<file path="config.mk">
export PLATFORM = sky130hd
export DESIGN_NAME = ps2_tx
export DESIGN_NICKNAME = d
export VERILOG_FILES = /design/src/rtl/ps2_tx.sv
export SDC_FILE = /design/constraint.sdc
export NUM_CORES = 1
export LEC_CHECK = 0
export BUFFER_PORTS_ARGS = -buffer_cell sky130_fd_sc_hd__buf_2
export CAP_MARGIN = 20
export CORE_ASPECT_RATIO = 2
export CORE_MARGIN = 2
export CORE_UTILIZATION = 30
export CTS_CLUSTER_SIZE = 20
export DETAILED_ROUTE_END_ITERATION = 7
export PLACE_DENSITY_LB_ADDON = 0.08
export SYNTH_ARGS = -nofsm -noshare
export SYNTH_HDL_FRONTEND = slang
export SYNTH_SLANG_ARGS = --single-unit
</file>
<file path="constraint.sdc">
create_clock -name wb_clk_i -period 3.6 [get_ports wb_clk_i]
set_clock_uncertainty 0.1 [all_clocks]
set_input_delay 0 -clock wb_clk_i [delete_from_list [all_inputs] [get_ports wb_clk_i]]
set_output_delay 0 -clock wb_clk_i [all_outputs]
set_load 0.03 [all_outputs]
</file>
<file path="src/rtl/ps2_tx.sv">
// PS/2 host-to-device transmitter with a Wishbone CSR/TXDATA register pair.
// Drives the open-drain clock/data enables; all outputs are registered.
module ps2_tx #(
  parameter int INHIBIT_CYCLES = 5000,
  parameter int START_CYCLES   = 16,
  parameter int TIMEOUT_CYCLES = 1000000
) (
  input  logic        wb_clk_i,
  input  logic        wb_rst_i,
  input  logic [15:0] wb_adr_i,
  input  logic [15:0] wb_dat_i,
  output logic [15:0] wb_dat_o,
  input  logic        wb_cyc_i,
  input  logic        wb_stb_i,
  input  logic        wb_we_i,
  input  logic [1:0]  wb_sel_i,
  output logic        wb_ack_o,
  output logic        irq,
  input  logic        iack,
  input  logic        ps2_clk,
  input  logic        ps2_data,
  output logic        ps2_clk_oe,
  output logic        ps2_data_oe
);

  localparam int MAXAB = (INHIBIT_CYCLES > START_CYCLES) ? INHIBIT_CYCLES : START_CYCLES;
  localparam int MAXC  = (MAXAB > TIMEOUT_CYCLES) ? MAXAB : TIMEOUT_CYCLES;
  localparam int CW    = $clog2(MAXC + 1);
  localparam logic [CW-1:0] INH_LAST = CW'(INHIBIT_CYCLES - 1);
  localparam logic [CW-1:0] STA_LAST = CW'(START_CYCLES - 1);
  localparam logic [CW-1:0] TMO_LAST = CW'(TIMEOUT_CYCLES - 1);

  typedef enum logic [2:0] {IDLE, INHIBIT, START, SHIFT, WAITIDLE} state_t;

  state_t          state, state_n;
  logic [CW-1:0]   cnt, cnt_n;
  logic [3:0]      nedge, nedge_n;
  logic            clk_oe_n, data_oe_n;
  logic            set_done, set_tout, set_nack;

  logic [7:0]      clk_sr;
  logic            clk_filt, fall;
  logic [1:0]      data_sync;
  logic            ready, ready_q, ie, tout, nack;
  logic [7:0]      txdata;
  logic            parity;

  logic            acc, wr, csr_wr, tx_wr;
  logic [15:0]     rd_mux;
  logic            unused_bits;

  assign unused_bits = ^{wb_adr_i[15:3], wb_adr_i[0], wb_dat_i[15:8], wb_sel_i[1]};

  assign acc    = wb_cyc_i & wb_stb_i & ~wb_ack_o;
  assign wr     = acc & wb_we_i;
  assign csr_wr = wr & (wb_adr_i[2:1] == 2'b00) & wb_sel_i[0];
  assign tx_wr  = wr & (wb_adr_i[2:1] == 2'b01) & wb_sel_i[0] & ready;
  assign parity = ~^txdata;

  always_comb begin
    rd_mux = 16'h0000;
    case (wb_adr_i[2:1])
      2'b00:   rd_mux = {8'h00, ready, ie, 4'b0000, tout, nack};
      2'b01:   rd_mux = {8'h00, txdata};
      default: rd_mux = 16'h0000;
    endcase
  end

  always_comb begin
    state_n   = state;
    cnt_n     = cnt;
    nedge_n   = nedge;
    clk_oe_n  = ps2_clk_oe;
    data_oe_n = ps2_data_oe;
    set_done  = 1'b0;
    set_tout  = 1'b0;
    set_nack  = 1'b0;
    case (state)
      IDLE: begin
        clk_oe_n  = 1'b0;
        data_oe_n = 1'b0;
        cnt_n     = '0;
        if (tx_wr) begin
          state_n  = INHIBIT;
          clk_oe_n = 1'b1;
        end
      end
      INHIBIT: begin
        if (cnt == INH_LAST) begin
          state_n   = START;
          cnt_n     = '0;
          data_oe_n = 1'b1;
        end else begin
          cnt_n = cnt + 1'b1;
        end
      end
      START: begin
        if (cnt == STA_LAST) begin
          state_n   = SHIFT;
          cnt_n     = '0;
          nedge_n   = '0;
          clk_oe_n  = 1'b0;
          data_oe_n = 1'b1;
        end else begin
          cnt_n = cnt + 1'b1;
        end
      end
      SHIFT: begin
        cnt_n = cnt + 1'b1;
        if (fall) begin
          nedge_n = nedge + 1'b1;
          if (nedge < 4'd8)       data_oe_n = ~txdata[nedge[2:0]];
          else if (nedge == 4'd8) data_oe_n = ~parity;
          else if (nedge == 4'd9) data_oe_n = 1'b0;
          else begin
            set_nack = 1'b1;
            state_n  = WAITIDLE;
          end
        end
        // The ack edge wins over a timeout landing on the same cycle.
        if (cnt == TMO_LAST && !(fall && nedge == 4'd10)) begin
          state_n   = IDLE;
          clk_oe_n  = 1'b0;
          data_oe_n = 1'b0;
          set_tout  = 1'b1;
          set_done  = 1'b1;
        end
      end
      WAITIDLE: begin
        clk_oe_n  = 1'b0;
        data_oe_n = 1'b0;
        if (clk_filt && data_sync[1]) begin
          set_done = 1'b1;
          state_n  = IDLE;
        end
      end
      default: begin
        state_n   = IDLE;
        clk_oe_n  = 1'b0;
        data_oe_n = 1'b0;
      end
    endcase
  end

  always_ff @(posedge wb_clk_i or posedge wb_rst_i) begin
    if (wb_rst_i) begin
      clk_sr    <= 8'hFF;
      clk_filt  <= 1'b1;
      fall      <= 1'b0;
      data_sync <= 2'b11;
    end else begin
      clk_sr    <= {clk_sr[6:0], ps2_clk};
      if (&clk_sr)       clk_filt <= 1'b1;
      else if (~|clk_sr) clk_filt <= 1'b0;
      fall      <= clk_filt & ~|clk_sr;
      data_sync <= {data_sync[0], ps2_data};
    end
  end

  always_ff @(posedge wb_clk_i or posedge wb_rst_i) begin
    if (wb_rst_i) begin
      state       <= IDLE;
      cnt         <= '0;
      nedge       <= '0;
      ps2_clk_oe  <= 1'b0;
      ps2_data_oe <= 1'b0;
      wb_ack_o    <= 1'b0;
      wb_dat_o    <= 16'h0000;
      ready       <= 1'b1;
      ready_q     <= 1'b1;
      ie          <= 1'b0;
      tout        <= 1'b0;
      nack        <= 1'b0;
      txdata      <= 8'h00;
      irq         <= 1'b0;
    end else begin
      state       <= state_n;
      cnt         <= cnt_n;
      nedge       <= nedge_n;
      ps2_clk_oe  <= clk_oe_n;
      ps2_data_oe <= data_oe_n;
      wb_ack_o    <= acc;
      if (acc) wb_dat_o <= rd_mux;
      if (csr_wr) ie <= wb_dat_i[6];
      if (tx_wr) begin
        txdata <= wb_dat_i[7:0];
        ready  <= 1'b0;
        tout   <= 1'b0;
        nack   <= 1'b0;
      end
      if (set_done) ready <= 1'b1;
      if (set_tout) tout <= 1'b1;
      if (set_nack) nack <= data_sync[1];
      ready_q <= ready;
      // Interrupt raises a cycle after READY rises; iack dominates.
      if (iack)
        irq <= 1'b0;
      else if (csr_wr && !wb_dat_i[6])
        irq <= 1'b0;
      else if ((ready && !ready_q && ie) || (csr_wr && wb_dat_i[6] && !ie && ready))
        irq <= 1'b1;
    end
  end

endmodule

</file>
; Yosys cells after proc, flatten, opt, wreduce, memory -nomap -nowiden
; Cells that the tools add are included.
; W data, S select, Z words.
[op_classes]
eq_ne = 23
add_sub_neg = 2
magnitude_cmp = 2
muxes = 49
n_reduce_logical = 30
bitwise_logic = 13
[op_table]
columns = operator, count
row1 = $pmux W20 S4, 1
row2 = $mux W20, 2
row3 = $mux W1, 28
row4 = $mux W3, 9
row5 = $add A20 B1 Y20 const B, 1
row6 = $eq A20 B13 Y1 const B, 1
row7 = $eq A20 B20 Y1 const B, 1
row8 = $eq A20 B4 Y1 const B, 1
row9 = $pmux W8 S2, 1
row10 = $reduce_and A8 Y1, 2
row11 = $pmux W3 S5, 1
row12 = $ne A2 B2 Y1 const B, 7
row13 = $eq A4 B4 Y1 const B, 3
row14 = $ne A3 B3 Y1 const B, 4
row15 = $and A1 B1 Y1, 9
row16 = $logic_and A1 B1 Y1, 9
row17 = $mux W4, 2
row18 = $pmux W4 S2, 1
row19 = $reduce_bool A2 Y1, 4
row20 = $reduce_or A8 Y1, 1
row21 = $reduce_xnor A8 Y1, 1
row22 = $eq A3 B2 Y1 const B, 2
row23 = $reduce_and A3 Y1, 2
row24 = $logic_not A1 Y1, 5
row25 = 18 further kinds, 21
[totals]
register_bits = 72
word_cells = 137
out_inout_bits = 20
in_bits = 42

; Depth between registers and ports, before layout
; Gate-level depths: netlist of the first run.
[depth]
word_depth = 12
mapped_depth = 7
depth_no_buf = 7

; Least setup slack after synthesis of the first run
; OpenSTA, ideal clock, no wires.
[synth_path]
path_type = flip-flop to flip-flop
startpoint = register wb_ack_o
endpoint = register irq
path_stages_with_launch = 6
t_arrival_ps = 1710
path_buffers = 0
required_ps = 3414
setup_ps = 86
slack_ps = 1704
cell_sequence = dfrtp_1 nand3b_1 or4_1 mux2i_1 a21oi_1 nor3_1
[synth_via]
elab_chain_len = 10
word_cells_on_any_way = 13
classes_between = 2 x mux / 5 x bitwise / 6 x reduce/logical
[synth_rtl]
columns = item, line_no
row1 = start: declaration, 17  ; output logic wb_ack_o,
row2 = start signal: assignment, 167  ; wb_ack_o <= 1'b0;
row3 = start signal: assignment, 182  ; wb_ack_o <= acc;
row4 = $not A1 Y1 (*), 54  ; assign acc = wb_cyc_i & wb_stb_i & ~wb_ack_o;
row5 = $and A1 B1 Y1 (*), 54
row6 = $and A1 B1 Y1 (*), 55  ; assign wr = acc & wb_we_i;
row7 = $and A1 B1 Y1 (*) (2 in a row), 56  ; assign csr_wr = wr & (wb_adr_i[2:1] == 2'b00) & wb_sel_i[0];
row8 = $logic_and A1 B1 Y1 (3 in a row), 200  ; else if ((ready && !ready_q && ie) || (csr_wr && wb_dat_i[6] && !ie && ready))
row9 = $logic_or A1 B1 Y1, 200
row10 = $reduce_bool A3 Y1 (no source line), --
row11 = end signal: assignment, 197  ; irq <= 1'b0;
row12 = end signal: assignment, 199  ; irq <= 1'b0;
row13 = end signal: assignment, 201  ; irq <= 1'b1;
row14 = end: declaration, 18  ; output logic irq,
; Every way passes the cells marked *; elsewhere a longest branch is shown, timed or not.
; A chain may end at the register's enable or synchronous reset.

; Final worst setup path of the first run
; Ends and elaborated chain as after synthesis.

==> reports/qor.txt, run 1 <==
TIMING
-------------------------------------------------------------------------------------
Final min period                                                              2760 ps
Relative slew margins                                                           51.1%
Count of final setup violators                                                      0
Unrepaired setup endpoints after global routing                                 false
Fin Setup TNS                                                                    0 ps
Ratio of final minimum period to clock period                                   76.7%
Final hold vios                                                                     0
Measured slew at the worst slew-check pin                                      734 ps
Max Slew Vio Count                                                                  0
Achievable frequency                                                          362 MHz
Worst Hold Slack                                                              67.1 ps

YOSYS
-------------------------------------------------------------------------------------
Number of flops mapped to enable cells by yosys                                     0
Commonest register cell after synthesis                                  sky130_fd_sc_hd__dfrtp_1
Share of the synthesized area in the top cell type                              37.7%
Top cell types by occurrence after synthesis                             sky130_fd_sc_hd__nand2_1, sky130_fd_sc_hd__dfrtp_1, sky130_fd_sc_hd__nor2_1, sky130_fd_sc_hd__o21ai_1, sky130_fd_sc_hd__o21ai_0
Post-Synthesis Cell Area                                                   3390 sq um
Post-synth top area cell                                                 sky130_fd_sc_hd__dfrtp_1
Most numerous cell in the Yosys netlist                                  sky130_fd_sc_hd__nand2_1
Async set-or-reset flop fraction in the synthesized netlist                      100%
Post-synthesis sequential area ratio                                            47.7%
Yosys warning count                                                                 0
Post-synthesis area per instance                                           9.08 sq um
Post-Synthesis Cells                                                              373
Number of library cell types mapped by synthesis                                   50
Leading cell types by total area after synthesis                         sky130_fd_sc_hd__dfrtp_1, sky130_fd_sc_hd__dfstp_2, sky130_fd_sc_hd__nand2_1, sky130_fd_sc_hd__xnor2_1, sky130_fd_sc_hd__o21ai_1
Number of storage elements in the synthesis netlist                                64

POWER AND IR DROP
-------------------------------------------------------------------------------------
Switching part of the total power                                               25.5%
Share of total power in the clock network                                       48.8%
Switch Pwr                                                                 0.000503 W
Worst-case vdd ir drop                                                       0.212 mV
Int Power                                                                   0.00147 W
Leakage dissipation                                                           1.79 nW
Comb pwr share                                                                   9.8%
Relative contribution of sequential cells to total power                        41.5%
Power per standard cell area                                              480 nW/um^2

DETAILED ROUTING
-------------------------------------------------------------------------------------
Detailed-routing iteration count for the pre-antenna-repair pass                    4
Average detailed-routed wire length per instance                              16.0 um
Number of remaining DRC errors                                                      0
Antenna-violating nets left                                                         0
DR vias/cell                                                                     4.94
Total number of vias                                                            2,771
Count of routing violations after the opening detailed-route iteration            122
Total wire length                                                             8.95 mm

FLOORPLANNING
-------------------------------------------------------------------------------------
Number of core rows                                                                54
Initial Utilization                                                             31.0%
Die W                                                                         79.1 um
Die Area                                                                 12,200 sq um
Area of the core region                                                  10,900 sq um
Top-level I/O count                                                                62
Chip height                                                                    154 um

SETUP PATH
-------------------------------------------------------------------------------------
Critical path launch point type                                              register
Capturing instance or port of the critical path                                   irq
Critical Path Fanout Max                                                           19
Worst setup startpoint                                                       wb_ack_o
Cell depth of the worst flop-to-flop path                                           6
Data required time at the worst endpoint                                      3780 ps
Crit path arrival time                                                        2940 ps
Endpoint of the worst register-to-register path                                   irq
Startpoint-to-endpoint class of the critical path                          reg -> reg
Worst reg-to-reg setup slack                                                   840 ps
Crit end category                                                            register
Reg2reg start                                                                wb_ack_o

GLOBAL ROUTE
-------------------------------------------------------------------------------------
Pin count of the biggest net entering global routing                               34
Global route total overflow                                                         0
Number of antenna violations at the first check in global routing                   0
GRT Util Overall                                                                15.4%
Global-route wire length before repair                                        14.3 mm
Vias in the first global route                                                  2,820

OUTCOME
-------------------------------------------------------------------------------------
Result of the run                                                        finished clean

PLACEMENT
-------------------------------------------------------------------------------------
Detailed placement HPWL                                                       6.53 mm
Number of cells after detailed placement                                          529
Buffers added on ports                                                             30
Final weighted congestion in routability-driven placement                       0.820

CTS
-------------------------------------------------------------------------------------
Number of H-tree levels                                                             3
Clock tree from TritonCTS                                                       built
Number of clock sinks                                                              64
TritonCTS buffer count                                                              9
Clk slew on worst S/H paths                                                     60 ps
Clock buffer depth                                                                  2
Root buffer cell                                                         sky130_fd_sc_hd__clkbuf_16
Worst-skew pair later-pin latency                                              340 ps
Number of gates resized after cts                                                   0
Setup repair bufs after CTS                                                         0

LAYOUT
-------------------------------------------------------------------------------------
Number of filler instances in the final layout                                  1,156
Post-route non-filler standard cell count                                         561
Utilization of the core after routing                                           37.6%
Final net count                                                                   463
Layout cell share with drive strength beyond 1                                  16.6%
Number of diodes                                                                    0
Area growth, synth to finish                                                    21.6%

MIN PATH
-------------------------------------------------------------------------------------
Type of the tightest min-delay check                                        in -> reg
Min-Delay Startpoint                                                      wb_sel_i[0]

JOB
-------------------------------------------------------------------------------------
Max Cap Violations                                                                  0

==> layout by cell type (no fill, tap or decap), types with 10 or more instances in the layout <==
cell and n:
sky130_fd_sc_hd__xnor2_1 12, sky130_fd_sc_hd__nor3_1 12, sky130_fd_sc_hd__dfrtp_1 51, sky130_fd_sc_hd__dfstp_2 13
sky130_fd_sc_hd__nand2_1 81, sky130_fd_sc_hd__buf_2 30, sky130_fd_sc_hd__inv_1 10, sky130_fd_sc_hd__o21ai_1 16
sky130_fd_sc_hd__dlygate4sd3_1 16, sky130_fd_sc_hd__nor2_1 19, sky130_fd_sc_hd__o21ai_0 14
==> what timing repair did <==
item	in CTS	in global routing
setup endpoints to repair	0	0
hold buffers	16	0
endpoints found under the hold margin	35	0
==> flip-flops by register name, indices dropped and copies added (netlist names) <==
| signal | flops |
|---|---|
| nack | 1 |
| clk_sr | 8 |
| irq | 1 |
| txdata | 8 |
| ie | 1 |
| ps2_clk_oe | 1 |
| wb_ack_o | 1 |
| fall | 1 |
| state | 3 |
| tout | 1 |
| ready | 1 |
| ready_q | 1 |
| wb_dat_o | 8 |
| clk_filt | 1 |
| nedge | 4 |
| data_sync | 2 |
| ps2_data_oe | 1 |
| cnt | 20 |
==> final cells by class <==
| cell class | count | area (sq um) | area share, % |
|---|---|---|---|
| sequential | 64 | 1620 | 39.3 |
| timing repair buffer | 49 | 333 | 8.08 |
| clock inverter | 7 | 100 | 2.43 |
| tap | 140 | 175 | 4.25 |
| multi-input combinational | 281 | 1630 | 39.5 |
| clock buffer | 9 | 225 | 5.47 |
| inverter | 11 | 41.3 | 1.00 |
==> critical path: stages (launching register included) <==
cell	delay, ps
sky130_fd_sc_hd__dfrtp_1	370
sky130_fd_sc_hd__nand3b_1	550
sky130_fd_sc_hd__or4_1	720
sky130_fd_sc_hd__mux2i_1	160
sky130_fd_sc_hd__a21oi_1	80
sky130_fd_sc_hd__nor3_1	160
sky130_fd_sc_hd__dlygate4sd3_1	560
==> through the flow <==
| stage | total power [W] | instance area (sq um) | worst slack, ps |
|---|---|---|---|
| after floorplan | 0.000962 | 3410 | 1700 |
| after global placement | 0.00101 | 3630 | 1030 |
| after detailed placement | 0.00102 | 3630 | 1030 |
| after CTS | 0.00200 | 4120 | 782 |
| after global routing | 0.00204 | 4120 | 645 |
| final | 0.00198 | 4120 | 838 |
==> cell families (layout without fill, tap and decap cells) <==
group	count (synthesis)	after routing	share of synthesized area (%)
AND/OR/NAND/NOR	177	177	25.6
adder cells (fa/ha/maj)	5	5	1.85
buffers and inverters	35	76	4.99
XOR/XNOR	14	14	3.62
other	1	8	0.111
flip-flops	64	64	47.7
AO/OA/AOI/OAI	67	67	12.3
multiplexers	10	10	3.73
==> power by group through the flow <==
stage	Clock [W]	Sequential, W	Combinational (W)
after CTS	0.000983	0.000822	0.000197
after global routing	0.00100	0.000828	0.000217
after floorplan	0	0.000840	0.000122
after detailed placement	0	0.000835	0.000180
final	0.000965	0.000820	0.000193
after global placement	0	0.000833	0.000179
==> metal layers <==
layer	vias to the layer above	share of wire [%]	global-route usage, %
li1	1380	-	-
met5	-	0	0
met4	0	2.1	7.31
met2	43	58	30.6
met1	1336	38	14.7
met3	12	2.1	2.33
==> how the worst min path moves through the flow <==
stage	end	slack (ps)	cells past startpoint
2_1_floorplan	clk_sr[0]	-100	0
3_3_place_gp	data_sync[0]	4	1
3_5_place_dp	data_sync[0]	7	1
4_1_cts	ie	70	4
5_1_grt	ie	110	4
6_report	ie	70	4
Power figures use the tool's default switching activity.
==> inputs of run 2 (changes only) <==
==> constraint.sdc (replaced) <==
create_clock -name wb_clk_i -period 2.3 [get_ports wb_clk_i]
set_clock_uncertainty 0.1 [all_clocks]
set_input_delay 0 -clock wb_clk_i [delete_from_list [all_inputs] [get_ports wb_clk_i]]
set_output_delay 0 -clock wb_clk_i [all_outputs]
set_load 0.03 [all_outputs]
==> run 2 against run 1 <==
Effect of this change: sequential cell count unchanged; hold slack got worse by 7.6 ps; critical path depth unchanged; sequential power increased by 56%; cell area increased by 4.1%; setup slack got worse by 700 ps; first-iteration DRC count increased by 19%; wire length increased by 1.8%; via count increased by 3.4%; non-clock buffer count increased by 20; critical path type unchanged; critical endpoint is now nedge[2]; largest cell class unchanged.
==> reports/qor.txt, run 2 (synthesis results as in run 1) <==
CTS
-------------------------------------------------------------------------------------
Clock buffer depth                                                                  2
Clk slew on worst S/H paths                                                     60 ps
TritonCTS buffer count                                                              9
Root buffer cell                                                         sky130_fd_sc_hd__clkbuf_16
Setup repair bufs after CTS                                                         0
Worst-skew pair later-pin latency                                              330 ps
Number of H-tree levels                                                             3
Number of clock sinks                                                              64
Clock tree from TritonCTS                                                       built

OUTCOME
-------------------------------------------------------------------------------------
Result of the run                                                        finished clean

LAYOUT
-------------------------------------------------------------------------------------
Register containing the most flip-flops in the final layout                       cnt
Post-route non-filler standard cell count                                         581
Most used cells in the layout excluding fill and tap cells               sky130_fd_sc_hd__nand2_1, sky130_fd_sc_hd__dfrtp_1, sky130_fd_sc_hd__buf_2, sky130_fd_sc_hd__buf_4, sky130_fd_sc_hd__nor2_1
Area growth, synth to finish                                                    26.6%
Number of diodes                                                                    0
Commonest non-fill, non-tap cell in the layout                           sky130_fd_sc_hd__nand2_1
Number of flip-flops under the largest register name                               20
Design Area, Final                                                         4290 sq um
Final net count                                                                   483
Utilization of the core after routing                                           39.2%
Layout cell share with drive strength beyond 1                                  20.2%

FLOORPLANNING
-------------------------------------------------------------------------------------
Area of the core region                                                  10,900 sq um
Initial Utilization                                                             31.0%
Chip height                                                                    154 um
Die Area                                                                 12,200 sq um
Top-level I/O count                                                                62
Number of core rows                                                                54
Die W                                                                         79.1 um

DETAILED ROUTING
-------------------------------------------------------------------------------------
Antenna-violating nets left                                                         0
Detailed-routing iteration count for the pre-antenna-repair pass                    4
Average detailed-routed wire length per instance                              15.7 um
Count of routing violations after the opening detailed-route iteration            145
Total wire length                                                             9.12 mm
Total number of vias                                                            2,865
Number of remaining DRC errors                                                      0
DR vias/cell                                                                     4.93

TIMING
-------------------------------------------------------------------------------------
Worst Hold Slack                                                              59.5 ps
Ratio of final minimum period to clock period                                   93.9%
Max Slew Vio Count                                                                  0
Final min period                                                              2160 ps
Unrepaired setup endpoints after global routing                                 false
Count of final setup violators                                                      0
Achievable frequency                                                          463 MHz
Final hold vios                                                                     0
Fin Setup TNS                                                                    0 ps

PLACEMENT
-------------------------------------------------------------------------------------
Buffers added on ports                                                             30
Number of cells after detailed placement                                          547
Final weighted congestion in routability-driven placement                       0.821
Post-DP Area                                                               3770 sq um
Detailed placement HPWL                                                       6.89 mm

MIN PATH
-------------------------------------------------------------------------------------
Type of the tightest min-delay check                                        in -> reg

GLOBAL ROUTE
-------------------------------------------------------------------------------------
Pin count of the biggest net entering global routing                               26
Vias in the first global route                                                  3,020
Global-route wire length before repair                                        15.1 mm
GRT Util Overall                                                                16.1%
Global route total overflow                                                         0
Number of antenna violations at the first check in global routing                   0

POWER AND IR DROP
-------------------------------------------------------------------------------------
Leakage dissipation                                                           1.90 nW
Worst-case vdd ir drop                                                       0.331 mV
Power per standard cell area                                              723 nW/um^2

SETUP PATH
-------------------------------------------------------------------------------------
Critical Path Fanout Max                                                           12
Critical path launch point type                                              register
Crit end category                                                            register
Data required time at the worst endpoint                                      2400 ps
Crit path arrival time                                                        2260 ps
Startpoint-to-endpoint class of the critical path                          reg -> reg

JOB
-------------------------------------------------------------------------------------
Max Cap Violations                                                                  0

-- run 2: cell count changes in the layout (fill, tap and decap cells not counted), sizes merged --
cell | previous run | this run
dlygate4sd3 | 16 | 18
clkinv | 2 | 3
buf | 33 | 51
inv | 14 | 12
clkbuf | 9 | 10
-- run 2: timing repair --
| action | 4_1_cts | 5_1_grt |
|---|---|---|
| hold endpoints to repair | 35 | 0 |
| gates resized for setup | 0 | 2 |
| hold buffers | 18 | 0 |
| endpoints found under the setup margin | 0 | 1 |
-- run 2: through the flow --
step	setup slack (ps)	total power, W
2_1_floorplan	404	0.00151
4_1_cts	133	0.00316
5_1_grt	31.5	0.00324
6_report	140	0.00310
3_5_place_dp	145	0.00159
3_3_place_gp	178	0.00159
-- run 2: routing by layer --
| layer | routed length (um) | global-route usage [%] | vias up |
|---|---|---|---|
| met5 | 0 | 0 | - |
| met3 | 197 | 2.28 | 19 |
| met2 | 5420 | 31.7 | 50 |
| met4 | 212 | 6.57 | 0 |
| li1 | - | - | 1414 |
| met1 | 3290 | 16.1 | 1382 |
-- run 2: cell type report --
cell class	count	area, sq um
clock buffers	10	239
clock inverters	6	91.3
fillers	1161	6660
inverters	11	41.3
multi-input cells	281	1640
flip-flops and latches	64	1620
well taps	140	175
repair buffers	69	488
-- run 2: final timing paths --
path	startpoint	end	slack, ps	cells past startpoint
min	wb_sel_i[0]	ps2_clk_oe	60	5
min reg2reg	data_sync[0]	data_sync[1]	260	0
min in group asynchronous	wb_rst_i	wb_ack_o	120	3
max	cnt[7]	nedge[2]	140	6
max reg2reg	cnt[7]	nedge[2]	140	6
max in group asynchronous	wb_rst_i	clk_sr[0]	1240	4
-- run 2: power breakdown --
part	internal (W)	leakage, nW	switching, W
sequential	0.00121	0.807	0.0000681
combinational	0.000141	0.928	0.000169
clock	0.000984	0.163	0.000527
total	0.00234	1.90	0.000764
-- run 2: worst max-delay path, stage by stage, from the launching register on --
cell	delay [ps]
sky130_fd_sc_hd__dfrtp_1	460
sky130_fd_sc_hd__nor3_1	400
sky130_fd_sc_hd__nand4_1	160
sky130_fd_sc_hd__o31a_1	360
sky130_fd_sc_hd__buf_4	220
sky130_fd_sc_hd__o31ai_1	240
sky130_fd_sc_hd__o21ai_1	90
==> inputs of run 3 (changes only) <==
--- a/config.mk
+++ b/config.mk
@@ -9,7 +9,7 @@
 export CAP_MARGIN = 20
 export CORE_ASPECT_RATIO = 2
 export CORE_MARGIN = 2
-export CORE_UTILIZATION = 30
+export CORE_UTILIZATION = 44
 export CTS_CLUSTER_SIZE = 20
 export DETAILED_ROUTE_END_ITERATION = 7
 export PLACE_DENSITY_LB_ADDON = 0.08
==> run 3 against run 2 <==
Effect of this change: critical path depth did not move; global-route usage rose by 5.6 points; die area fell by 31%; maximum frequency fell by 1.3%; setup slack got worse by 29 ps; via count fell by 0.77%; sequential share of layout area rose by 0.91 points; combinational power barely moved; register-to-register slack got worse by 30 ps; core utilization rose by 16 points; count of clock-buffer cells in the layout rose by 3.
==> reports/qor.txt, run 3 (synthesis results as in run 1) <==
FLOORPLANNING
--------------------------------------------------------------------------------------
Chip height                                                                     128 um
Number of core rows                                                                 45
Top-level I/O count                                                                 62
Die W                                                                          66.1 um
Die Area                                                                    8460 sq um
Area of the core region                                                     7540 sq um
Initial Utilization                                                              44.9%

LAYOUT
--------------------------------------------------------------------------------------
Number of diodes                                                                     0
Commonest non-fill, non-tap cell in the layout                            sky130_fd_sc_hd__nand2_1
Area growth, synth to finish                                                     23.6%
Number of flip-flops under the largest register name                                20
Register containing the most flip-flops in the final layout                        cnt
Sequential cell area                                                        1620 sq um
Utilization of the core after routing                                            55.5%
Area of the multi-input gates                                               1650 sq um
Most used cells in the layout excluding fill and tap cells                sky130_fd_sc_hd__nand2_1, sky130_fd_sc_hd__dfrtp_1, sky130_fd_sc_hd__buf_2, sky130_fd_sc_hd__nor2_1, sky130_fd_sc_hd__buf_4
Final net count                                                                    479
Number of filler instances in the final layout                                     710
Layout cell share with drive strength beyond 1                                   19.9%

SETUP PATH
--------------------------------------------------------------------------------------
Library cell contributing the largest single delay on the critical path   sky130_fd_sc_hd__dlygate4sd3_1
Crit end category                                                             register
Peak per-stage delay on the critical path                                       580 ps
Crit path arrival time                                                         2350 ps
Number of buffers and inverters on the critical path                                 1
Cells traversed along the worst timing path                               nand3b_1 > or4_4 > mux2i_1 > a21oi_1 > nor3_2 > dlygate4sd3_1
Critical Path Fanout Max                                                             3
Data required time at the worst endpoint                                       2460 ps
Critical path launch point type                                               register
Startpoint-to-endpoint class of the critical path                           reg -> reg
Kind of cell adding the most delay to the critical path                   simple AND/OR/NAND/NOR gates

CTS
--------------------------------------------------------------------------------------
TritonCTS buffer count                                                               9
Root buffer cell                                                          sky130_fd_sc_hd__clkbuf_16
Clk slew on worst S/H paths                                                      50 ps
Worst-skew pair later-pin latency                                               330 ps
Clock buffer depth                                                                   2
Number of clock sinks                                                               64
Clock tree from TritonCTS                                                        built
Number of H-tree levels                                                              3

DETAILED ROUTING
--------------------------------------------------------------------------------------
Number of remaining DRC errors                                                       0
Antenna-violating nets left                                                          0
Average detailed-routed wire length per instance                               15.3 um
Count of routing violations after the opening detailed-route iteration             132
DR vias/cell                                                                      5.35
Detailed-routing iteration count for the pre-antenna-repair pass                     4
Total wire length                                                              8.14 mm
Total number of vias                                                             2,843

PLACEMENT
--------------------------------------------------------------------------------------
Buffers added on ports                                                              30
Detailed placement HPWL                                                        5.91 mm
Final weighted congestion in routability-driven placement                        0.886

GLOBAL ROUTE
--------------------------------------------------------------------------------------
Number of antenna violations at the first check in global routing                    0
GRT Util Overall                                                                 21.7%
Vias in the first global route                                                   2,807
Pin count of the biggest net entering global routing                                38
Global-route wire length before repair                                         13.7 mm
Global route total overflow                                                          0

TIMING
--------------------------------------------------------------------------------------
Relative slew margins                                                            60.8%
Final min period                                                               2190 ps
Count of final setup violators                                                       0
Final hold vios                                                                      0
Worst Hold Slack                                                               37.4 ps
Measured slew at the worst slew-check pin                                       587 ps
Ratio of final minimum period to clock period                                    95.2%
Achievable frequency                                                           457 MHz
Fin Setup TNS                                                                     0 ps
Unrepaired setup endpoints after global routing                                  false
Max Slew Vio Count                                                                   0

POWER AND IR DROP
--------------------------------------------------------------------------------------
Comb pwr share                                                                   10.6%
Overall Power                                                                0.00295 W
Worst-case vdd ir drop                                                        0.506 mV
Switch Pwr                                                                  0.000700 W
Relative contribution of sequential cells to total power                         43.5%
Switching part of the total power                                                23.7%
Int Power                                                                    0.00225 W
Share of total power in the clock network                                        45.9%
Power per standard cell area                                               704 nW/um^2
Leakage dissipation                                                            1.87 nW

MIN PATH
--------------------------------------------------------------------------------------
Type of the tightest min-delay check                                         in -> reg

JOB
--------------------------------------------------------------------------------------
Max Cap Violations                                                                   0

OUTCOME
--------------------------------------------------------------------------------------
Result of the run                                                         finished clean

-- run 3: changes by cell type in the layout (fill, tap and decap cells not counted), moves of 2 or more --
cell	delta
sky130_fd_sc_hd__buf_4	-3
sky130_fd_sc_hd__dlygate4sd3_1	-2
sky130_fd_sc_hd__clkinv_4	-2
sky130_fd_sc_hd__clkbuf_1	+2
-- run 3: what timing repair did --
action / CTS / global route
hold buffers: 16 / 0
hold endpoints to repair: 31 / 0
buffers inserted: 0 / 0
resized for setup: 0 / 4
setup endpoints to repair: 0 / 2
-- run 3: layout make-up --
type / count / area share [%]
clock inverter: 3 / 0.956
inverter: 11 / 0.986
timing repair buffer: 65 / 11.1
multi-input combinational: 281 / 39.3
clock buffer: 13 / 6.21
tap: 94 / 2.81
sequential: 64 / 38.6
-- run 3: through the flow --
step	instances	setup slack [ps]	cell area (sq um)
finish	531	110	4190
global route	531	8.44	4190
CTS	531	114	4170
detailed placement	499	169	3710
global placement	499	211	3710
floorplan	380	404	3410
-- run 3: worst reg2reg max path: stages (launching register included) --
cell	delay, ps
sky130_fd_sc_hd__dfrtp_1	370
sky130_fd_sc_hd__nand3b_1	180
sky130_fd_sc_hd__or4_4	510
sky130_fd_sc_hd__mux2i_1	130
sky130_fd_sc_hd__a21oi_1	90
sky130_fd_sc_hd__nor3_2	160
sky130_fd_sc_hd__dlygate4sd3_1	580
-- run 3: worst paths after layout --
path                              startpoint            to  slack [ps]  cells after the start
worst max register to register      wb_ack_o           irq         110                      6
worst max-delay path                wb_ack_o           irq         110                      6
worst min-delay path                wb_cyc_i      wb_ack_o          40                      4
worst min register to register  data_sync[0]  data_sync[1]         250                      0
min in group asynchronous           wb_rst_i           irq         180                      3
max in group asynchronous           wb_rst_i         ready        1260                      4
-- run 3: power by group through the flow --
stage | combinational (W) | clock [W] | sequential [W]
CTS | 0.000315 | 0.00140 | 0.00128
finish | 0.000313 | 0.00135 | 0.00128
floorplan | 0.000190 | 0 | 0.00132
detailed placement | 0.000284 | 0 | 0.00130
global route | 0.000347 | 0.00143 | 0.00129
global placement | 0.000281 | 0 | 0.00130
-- run 3: metal layers --
layer / track usage (%) / wire length [um] / vias to the layer above
met5: 0 / 0 / -
met3: 4.21 / 221 / 11
met4: 10.3 / 154 / 0
met2: 40.6 / 4710 / 45
li1: - / - / 1411
met1: 22.1 / 3050 / 1376
